## src/rtl/pc_seq_pkg.sv

```systemverilog
// Shared types and helpers for the instruction-fetch next-address controller.
// Holds the FSM encoding, the instruction stride and the window clamp.
package pc_seq_pkg;

  typedef enum logic [1:0] {
    HOLD  = 2'd0,
    RUN   = 2'd1,
    STALL = 2'd2,
    FLUSH = 2'd3
  } pc_state_t;

  localparam int unsigned INSTR_BYTES = 4;

  // Word-align first, then wrap anything beyond the program window to 0.
  function automatic logic [63:0] clamp_addr(input logic [63:0] addr,
                                             input logic [63:0] last);
    logic [63:0] aligned;
    aligned = addr & ~64'd3;
    return (aligned > last) ? 64'd0 : aligned;
  endfunction

endpackage

```

## src/rtl/pc_sequencer_stall_watchdog.sv

```systemverilog
// Saturating count of consecutive accepted stalls with a sticky timeout flag.
// The flag sets on the edge that ends the (MAX_STALL+1)-th consecutive stall.
module stall_watchdog #(
  parameter int MAX_STALL = 15
) (
  input  logic Clk,
  input  logic Reset,
  input  logic i_stall_accept,
  output logic o_stall_timeout
);

  localparam int CW = $clog2(MAX_STALL + 2);
  localparam logic [CW-1:0] LIMIT = CW'(MAX_STALL + 1);

  logic [CW-1:0] r_count;
  logic          r_timeout;

  always_ff @(posedge Clk or posedge Reset) begin
    if (Reset) begin
      r_count   <= '0;
      r_timeout <= 1'b0;
    end else begin
      if (!i_stall_accept) begin
        r_count <= '0;
      end else if (r_count != LIMIT) begin
        r_count <= r_count + 1'b1;
      end
      if (i_stall_accept && (r_count >= LIMIT - 1'b1)) begin
        r_timeout <= 1'b1;
      end
    end
  end

  assign o_stall_timeout = r_timeout;

endmodule

```

## src/rtl/pc_sequencer.sv

```systemverilog
// Next-address controller: picks jump/branch/hold/increment for the PC register,
// enforces the post-reset settle cycle and program-window wrap, reports status.
module pc_sequencer
  import pc_seq_pkg::*;
#(
  parameter int WIDTH     = 32,
  parameter int PROG_LAST = 24,
  parameter int MAX_STALL = 15
) (
  input  logic             Clk,
  input  logic             Reset,
  input  logic [WIDTH-1:0] PC,
  input  logic             Stall,
  input  logic             Branch,
  input  logic [WIDTH-1:0] BranchTarget,
  input  logic             Jump,
  input  logic [WIDTH-1:0] JumpTarget,
  output logic [WIDTH-1:0] NextAddress,
  output logic             IF_Flush,
  output logic             AddrFault,
  output logic             StallTimeout,
  output logic [1:0]       State
);

  pc_state_t        r_state;
  pc_state_t        w_next_state;
  logic             r_addr_fault;
  logic             w_active;
  logic             w_redirect;
  logic             w_stall_accept;
  logic             w_target_oow;
  logic [WIDTH-1:0] w_target;
  logic [WIDTH-1:0] w_pc_inc;
  logic [WIDTH-1:0] w_sel;
  logic [WIDTH-1:0] w_clamped;

  // A redirect wins over a simultaneous stall, so the stall is not accepted.
  assign w_active       = (r_state != HOLD);
  assign w_redirect     = w_active & (Jump | Branch);
  assign w_stall_accept = w_active & Stall & ~Jump & ~Branch;
  assign w_target       = Jump ? JumpTarget : BranchTarget;
  assign w_target_oow   = (64'(w_target) > 64'(PROG_LAST));
  assign w_pc_inc       = PC + WIDTH'(INSTR_BYTES);

  always_comb begin
    w_sel = w_pc_inc;
    if (Jump) begin
      w_sel = JumpTarget;
    end else if (Branch) begin
      w_sel = BranchTarget;
    end else if (Stall) begin
      w_sel = PC;
    end
  end

  assign w_clamped   = WIDTH'(clamp_addr(64'(w_sel), 64'(PROG_LAST)));
  assign NextAddress = w_active ? w_clamped : '0;

  always_comb begin
    w_next_state = r_state;
    case (r_state)
      HOLD:    w_next_state = RUN;
      default: begin
        if (Jump || Branch) begin
          w_next_state = FLUSH;
        end else if (Stall) begin
          w_next_state = STALL;
        end else begin
          w_next_state = RUN;
        end
      end
    endcase
  end

  always_ff @(posedge Clk or posedge Reset) begin
    if (Reset) begin
      r_state      <= HOLD;
      r_addr_fault <= 1'b0;
    end else begin
      r_state <= w_next_state;
      if (w_redirect && w_target_oow) begin
        r_addr_fault <= 1'b1;
      end
    end
  end

  stall_watchdog #(
    .MAX_STALL(MAX_STALL)
  ) u_stall_watchdog (
    .Clk            (Clk),
    .Reset          (Reset),
    .i_stall_accept (w_stall_accept),
    .o_stall_timeout(StallTimeout)
  );

  // IF_Flush is a decode of the registered state, so it is high exactly in FLUSH.
  assign IF_Flush  = (r_state == FLUSH);
  assign AddrFault = r_addr_fault;
  assign State     = r_state;

endmodule

```

## config.mk

```make
export PLATFORM = sky130hd
export DESIGN_NAME = pc_sequencer
export DESIGN_NICKNAME = d
export VERILOG_FILES = /design/src/rtl/pc_seq_pkg.sv /design/src/rtl/pc_sequencer_stall_watchdog.sv /design/src/rtl/pc_sequencer.sv
export SDC_FILE = /design/constraint.sdc
export NUM_CORES = 1
export LEC_CHECK = 0
export CORE_ASPECT_RATIO = 1.2
export CORE_MARGIN = 2
export CORE_UTILIZATION = 35
export CTS_BUF_LIST = sky130_fd_sc_hd__clkbuf_2
export CTS_CLUSTER_DIAMETER = 150
export DETAILED_ROUTE_END_ITERATION = 8
export HOLD_SLACK_MARGIN = 0.03
export PLACE_DENSITY = 0.82
export SETUP_SLACK_MARGIN = 0.2
export SLEW_MARGIN = 5
export SYNTH_ARGS = -nofsm -noshare
export SYNTH_HDL_FRONTEND = slang
export SYNTH_SLANG_ARGS = --single-unit
```

## constraint.sdc

```tcl
create_clock -name Clk -period 2.6 [get_ports Clk]
set_clock_uncertainty 0.05 [all_clocks]
set_input_delay 0.26 -clock Clk [delete_from_list [all_inputs] [get_ports Clk]]
set_output_delay 0.26 -clock Clk [all_outputs]
set_load 0.005 [all_outputs]
```

==> flow_summary_export.csv, run 1 <==
group,metric,value,unit
run_status,status,"complete, but fails checks",
run_status,violations,"setup timing",
setup_path,worst-r2r-cell-count,5,
floorplanning,boundaryPins,138,
power_and_ir_drop,swShare,32.8,%
power_and_ir_drop,internal_power,0.430,mW
global_route,grt_pass1_wl,12800,um
routing,antenna_left,0,
yosys,synthArstFlopShare,100,%
power_and_ir_drop,p_per_area,175,mW/mm2
setup_path,start_kind,"input pin",
finish,nets,558,
setup_path,critical_path_arrival,2.40,ns
finish,layout_common_cells,"buf_4, clkdlybuf4s50_1, conb_1, nand2_1, nor2_1",
floorplanning,core,0.00501,mm2
place,pre_cts_slack,-0.927,ns
timing,rsz0062_at_grt,"yes",
finish,fin_area,0.00365,mm2
yosys,syn-instance-count,258,
timing,finalCriticalPeriod,2.71,ns
setup_path,critical_path_buf_inv_count,2,
floorplanning,die-area,0.00586,mm2
power_and_ir_drop,power.total,0.641,mW
floorplanning,die_height,83.5,um
global_route,grt_max_degree,20,
power_and_ir_drop,p_leak,1.57,nW
setup_path,worstPathCellList,"buf_6, nand4_1, or4_4, or4_4, a22o_1, a22oi_2, nand2_1, nor3_2, buf_2",
clock_network,htreeDepth,1,
routing,firstDrtPassIters,4,
setup_path,crit_path_end_kind,"output pin",
min_path,hp-class,"input pin to async pin",
global_route,grt_pass1_vias,2805,
routing,drt_first_iter_violations,185,
flow_run,maxCapViolCount,0,
timing,hold_viol_final,0,
finish,final_common_cell,"buf_4",
global_route,gr-total-overflow,0,
setup_path,r2r_slack,1.06,ns
yosys,syn_avg_cell_area,7.14,um2
setup_path,cp_max_fo,3,
setup_path,cp_top_family,"simple AND/OR/NAND/NOR gates",
power_and_ir_drop,p_comb_share,64.1,%
power_and_ir_drop,p_clk_share,13.3,%
setup_path,r2r_end,"u_stall_watchdog.o_stall_timeout$_DFFE_PP0P_",
yosys,synth_seq_cells,9,
floorplanning,die_w,70.2,um
clock_network,cts_buffers,3,
timing,finalCritPeriodShare,104,%
yosys,netlist_area,0.00184,mm2
timing,setup_viol,3,
clock_network,clk_pin_slew,0.08,ns
place,gp_congestion,0.939,
clock_network,hold_buffers,0,
finish,antenna_cells,0,
power_and_ir_drop,ir_drop,0.260,mV
setup_path,crit_top_cell,"or4_4",
timing,setup_ws,-0.112,ns
place,placed_area,0.00339,mm2
setup_path,max_stage_delay,0.60,ns
global_route,grt_util_all_layers,26.0,%
clock_network,clock_sinks,9,
timing,fmax,369,MHz
clock_network,clock_latency,0.24,ns
power_and_ir_drop,switching_power,0.210,mW
yosys,ys.flop_type,"dfrtp_1",
power_and_ir_drop,p_seq_share,22.6,%
timing,setup_tns,-0.297,ns
setup_path,reg2reg_from,"u_stall_watchdog.r_count[1]$_DFFE_PP0P_",
place,io_buffer_count,106,
setup_path,critPathKind,"input pin to output pin",
floorplanning,fp-row-count,28,
floorplanning,start_util,36.8,%
clock_network,cts_buffer_depth,2,
yosys,yosys_warnings,0,
yosys,yosysSeqAreaShare,12.2,%
yosys,synth.distinct_cells,53,
routing,drc_errors,0,
global_route,antenna_found_initial,0,
setup_path,cp_slowest_cell,"or4_4",
timing,drv_slew,0,
finish,syn_to_final_growth,98.4,%
yosys,synth_edf_count,0,
routing,wl_per_cell,15.1,um
routing,routed_wl,7710,um
setup_path,startpoint,"PC[27]",
routing,vias_per_cell,5.40,
clock_network,tritoncts,"yes",
finish,drive_above_1_share,32.3,%
place,hpwl,6210,um
setup_path,worstPathRequired,2.29,ns
clock_network,root_buffer,"clkbuf_2",
routing,vias,2767,
-- logic make-up (layout without fill, tap and decap cells) --
| kind of cell | after synthesis | count (layout) | share of synthesized area [%] |
|---|---|---|---|
| AND/OR/NAND/NOR | 128 | 129 | 38.0 |
| flip-flops | 9 | 9 | 12.2 |
| other | 1 | 29 | 0.204 |
| buffers and inverters | 46 | 211 | 16.0 |
| XOR/XNOR | 17 | 17 | 8.08 |
| multiplexers | 6 | 6 | 3.46 |
| adder cells (fa/ha/maj) | 4 | 4 | 2.72 |
| AO/OA/AOI/OAI | 47 | 47 | 19.4 |
-- synthesized netlist by cell type (2+ instances only) --
master      n  share of area (%)
dfrtp_1     9                 12
a21oi_1     6                1.6
and3_1      4                1.4
mux2i_1     3                1.6
nand4b_1    2               0.95
o31ai_1     2               0.81
clkbuf_1    5                1.0
and4_1      5                2.4
or4_4       2                1.2
nor3_1     19                5.2
nand4_1    14                4.8
mux2_2      2                1.2
ha_1        4                2.7
or4_1       4                1.6
a311oi_1    3                1.4
nor4b_1     2               0.95
o31a_1      4                1.9
nor2_1     22                4.5
buf_4      30                 12
and4b_1     2                1.1
o21ai_0     7                1.9
o311ai_0    2               0.95
nand2_1    22                4.5
xnor2_1    12                5.7
nor4_1     12                4.1
nor2b_1     2               0.68
inv_1       8                1.6
nand2b_1    2               0.68
a21o_1      5                2.0
nand3_1    11                3.0
xor2_1      5                2.4
a221oi_1    3                1.4
o2111ai_1   2               0.95
a211oi_1    2               0.81
-- worst reg2reg max path, cell delays in order (launching register included) --
cell and delay [ns]:
dfrtp_1 0.41, ha_1 0.22, and3_1 0.19, ha_1 0.18
a211oi_1 0.27, o21bai_1 0.10
-- layer usage --
metal  part of all wire (%)  GRT usage, %  routed length, um  up-vias
met4                    2.1          9.27                161        0
met1                     37          29.2               2840     1292
met2                     54          48.6               4150      138
li1                       -             -                  -     1323
met5                      0             0                  0        -
met3                    7.3          3.86                561       14
-- sequential cells by signal, summed over array words and instances (netlist names) --
| register | flops |
|---|---|
| AddrFault | 1 |
| u_stall_watchdog.o_stall_timeout | 1 |
| u_stall_watchdog.r_count | 5 |
| State | 2 |
-- worst max-delay path by stage --
stage / end / depth (start not counted)
after floorplan: NextAddress[2] / 9
after global placement: NextAddress[2] / 9
after detailed placement: NextAddress[4] / 9
after CTS: NextAddress[4] / 9
after global routing: NextAddress[4] / 9
final: NextAddress[4] / 9
-- power groups by stage --
stage               Combinational, mW  Clock [mW]  Sequential, mW
floorplan                       0.147           0           0.147
global route                    0.445      0.0924           0.145
detailed placement              0.383           0           0.148
CTS                             0.401      0.0909           0.145
global placement                0.379           0           0.147
finish                          0.411      0.0852           0.145
-- layout make-up --
cell class,instances,area (um2)
Fill cell,391,1360
Sequential cell,9,225
Timing Repair Buffer,198,1730
Multi-Input combinational cell,232,1570
Clock buffer,4,20.0
Inverter,9,33.8
Tap cell,60,75.1
-- what timing repair did --
| action | CTS | global route |
|---|---|---|
| setup buffers | 17 | 3 |
| gates cloned | 1 | 0 |
| setup endpoints to repair | 3 | 3 |
| endpoints found under the hold margin | 0 | 0 |
| pin swaps | 43 | 17 |
| resized for setup | 127 | 13 |
-- per-stage QoR --
stage	util, %	std cells	hold WS (ns)
2_1_floorplan	-	286	0.0379
3_3_place_gp	67.7	487	0.394
3_5_place_dp	67.7	487	0.401
4_1_cts	71.6	509	0.208
5_1_grt	72.9	512	0.273
6_report	72.9	512	0.220
Note: power is estimated with default switching activity, not from simulation.
==> run 2, diff against run 1 <==
- ABC_CLOCK_PERIOD_IN_PS: not set -> 2600
==> results of run 2 <==
Final layout, timing and power as in run 1 (identical DEF).
==> run 3, diff against run 2 <==
- ABC_AREA: not set -> 1
- CORE_UTILIZATION: 35 -> 41
- PLACE_DENSITY: 0.82 -> 0.83
==> flow_summary_export.csv, run 3 <==
group,metric,value,unit
yosys,yosysSeqAreaShare,8.84,%
clock_network,clock_sinks,9,
routing,routed_wl,10000,um
setup_path,critPathKind,"input pin to output pin",
finish,multiInputGateArea,0.00210,mm2
routing,vias,3755,
clock_network,htreeDepth,1,
setup_path,r2r_end,"u_stall_watchdog.o_stall_timeout$_DFFE_PP0P_",
clock_network,hold_buffers,0,
global_route,gr-total-overflow,0,
yosys,yosysMostFrequentCell,"nand2_1",
place,gp_congestion,0.962,
finish,final_common_cell,"nand2_1",
routing,vias_per_cell,4.99,
timing,rsz0062_at_grt,"no",
setup_path,cp_slowest_cell,"nor2_4",
setup_path,crit_top_cell,"nand2_1",
floorplanning,die_w,76.0,um
clock_network,cts_buffer_depth,2,
finish,nets,776,
routing,wl_per_cell,13.4,um
place,placed_area,0.00416,mm2
floorplanning,die_height,90.3,um
timing,finalCriticalPeriod,2.31,ns
min_path,hp-class,"input pin to async pin",
timing,setup_ws,0.285,ns
power_and_ir_drop,power.total,0.752,mW
finish,drive_above_1_share,28.7,%
timing,fmax,432,MHz
clock_network,cts_buffers,3,
floorplanning,start_util,42.4,%
finish,layout_common_cells,"nand2_1, buf_4, clkdlybuf4s50_1, inv_1, nand3_1",
floorplanning,die-area,0.00686,mm2
floorplanning,boundaryPins,138,
yosys,synth_commonest_cells,"nand2_1, inv_1, nor2_1",
yosys,syn_avg_cell_area,5.33,um2
setup_path,startpoint,"PC[8]",
setup_path,crit_path_end_kind,"output pin",
setup_path,critical_path_arrival,2.00,ns
timing,slew_headroom,56.8,%
timing,tightest_slew,0.640,ns
place,pre_cts_slack,-0.582,ns
power_and_ir_drop,p_leak,2.19,nW
timing,setup_viol,0,
finish,antenna_cells,0,
finish,fillers,497,
setup_path,cp_max_fo,5,
setup_path,max_stage_delay,0.23,ns
clock_network,clk_pin_slew,0.08,ns
timing,hold_ws,0.218,ns
yosys,yosysTopAreaCellShare,20.0,%
place,hpwl,8330,um
yosys,synth_seq_cells,9,
timing,drv_slew,0,
global_route,grt_util_all_layers,27.6,%
global_route,grt_pass1_wl,15800,um
setup_path,critical_path_buf_inv_count,3,
routing,firstDrtPassIters,7,
yosys,yosysTopAreaCell,"nand2_1",
finish,fin_area,0.00445,mm2
global_route,antenna_found_initial,0,
setup_path,endpoint,"NextAddress[2]",
clock_network,clock_latency,0.24,ns
global_route,grt_pass1_vias,3590,
floorplanning,core,0.00601,mm2
yosys,synthArstFlopShare,100,%
yosys,synth.distinct_cells,37,
finish,final_cells,752,
setup_path,worstPathCellList,"clkbuf_2, nand2_4, nor2_4, buf_6, nand2_1, nor2_2, nand2_1, nand2_1, nand3_2, nand2_1, nand2_1, nor2_1, nand2_1, nor2_2, nand2_2, nor2_1, buf_2",
power_and_ir_drop,p_per_area,169,mW/mm2
setup_path,worstPathRequired,2.29,ns
flow_run,maxCapViolCount,0,
yosys,synth_edf_count,0,
routing,antenna_left,0,
setup_path,cp_top_family,"simple AND/OR/NAND/NOR gates",
yosys,ys.flop_type,"dfrtp_1",
finish,top_register,"u_stall_watchdog.r_count",
clock_network,root_buffer,"clkbuf_2",
finish,ff_latch_area,225,um2
setup_path,r2r_slack,1.18,ns
yosys,syn-instance-count,478,
setup_path,worst-r2r-cell-count,6,
routing,drt_first_iter_violations,240,
place,io_buffer_count,106,
setup_path,start_kind,"input pin",
timing,finalCritPeriodShare,89.0,%
global_route,grt_max_degree,15,
clock_network,tritoncts,"yes",
power_and_ir_drop,ir_drop,0.134,mV
run_status,status,"complete, no violations",
yosys,netlist_area,0.00255,mm2
setup_path,reg2reg_from,"u_stall_watchdog.r_count[0]$_DFFE_PP0P_",
place,placed_cells,734,
routing,drc_errors,0,
yosys,synth.area.top_cells,"nand2_1, inv_1, nand3_1",
yosys,yosys_warnings,0,
timing,hold_viol_final,0,
finish,syn_to_final_growth,74.6,%
finish,largest_register_ff_count,5,
setup_path,cp.depth,17,
floorplanning,fp-row-count,31,
==> run 3: cell type report <==
class / instances / share of cell area [%]
multi-input cells: 384 / 47.3
flip-flops and latches: 9 / 5.06
repair buffers: 198 / 38.4
well taps: 82 / 2.31
clock buffers: 4 / 0.450
inverters: 75 / 6.44
==> run 3: through the flow <==
step / setup TNS, ns / util [%]
3_5_place_dp: -1.73 / 69.1
5_1_grt: 0 / 74.0
3_3_place_gp: -1.57 / 69.1
6_report: 0 / 74.0
4_1_cts: 0 / 71.6
2_1_floorplan: 0 / -
==> run 3: worst min path at each step <==
stage	cells past startpoint	slack, ns	start	to
detailed placement	1	0.42	u_stall_watchdog.o_stall_timeout$_DFFE_PP0P_	u_stall_watchdog.o_stall_timeout$_DFFE_PP0P_
CTS	2	0.23	Reset	State[1]$_DFF_PP0_
global placement	2	0.41	AddrFault$_DFFE_PP0P_	AddrFault$_DFFE_PP0P_
finish	2	0.22	Reset	State[1]$_DFF_PP0_
global route	2	0.22	Reset	AddrFault$_DFFE_PP0P_
floorplan	1	0.04	Reset	AddrFault$_DFFE_PP0P_
==> run 3: kinds of logic after synthesis <==
family          share of synthesized area (%)
compound gates                           12.1
fa+ha+maj                                1.96
buf+inv                                  21.4
flops                                    8.84
mux                                     0.786
other cells                             0.147
simple gates                             54.7
==> run 3: repair_timing <==
action                                 CTS  global route
pin swaps                               34            32
buffers inserted                         8             6
setup endpoints to repair                3             3
resized for setup                       89            72
endpoints found under the hold margin    0             0
gates cloned                             0             0
==> run 3: report_power, final <==
part,internal (mW),switching (mW),total (mW)
Sequential,0.143,0.00210,0.145
Combinational,0.274,0.247,0.522
Clock,0.0409,0.0445,0.0854
Total,0.458,0.294,0.752
==> run 3: layer usage <==
| layer | global-route usage, % | part of all wire (%) | vias to the layer above |
|---|---|---|---|
| met5 | 0 | 0 | - |
| met4 | 9.24 | 2.6 | 0 |
| met3 | 2.00 | 5.8 | 22 |
| met2 | 55.0 | 53 | 156 |
| met1 | 30.2 | 38 | 1703 |
| li1 | - | - | 1874 |
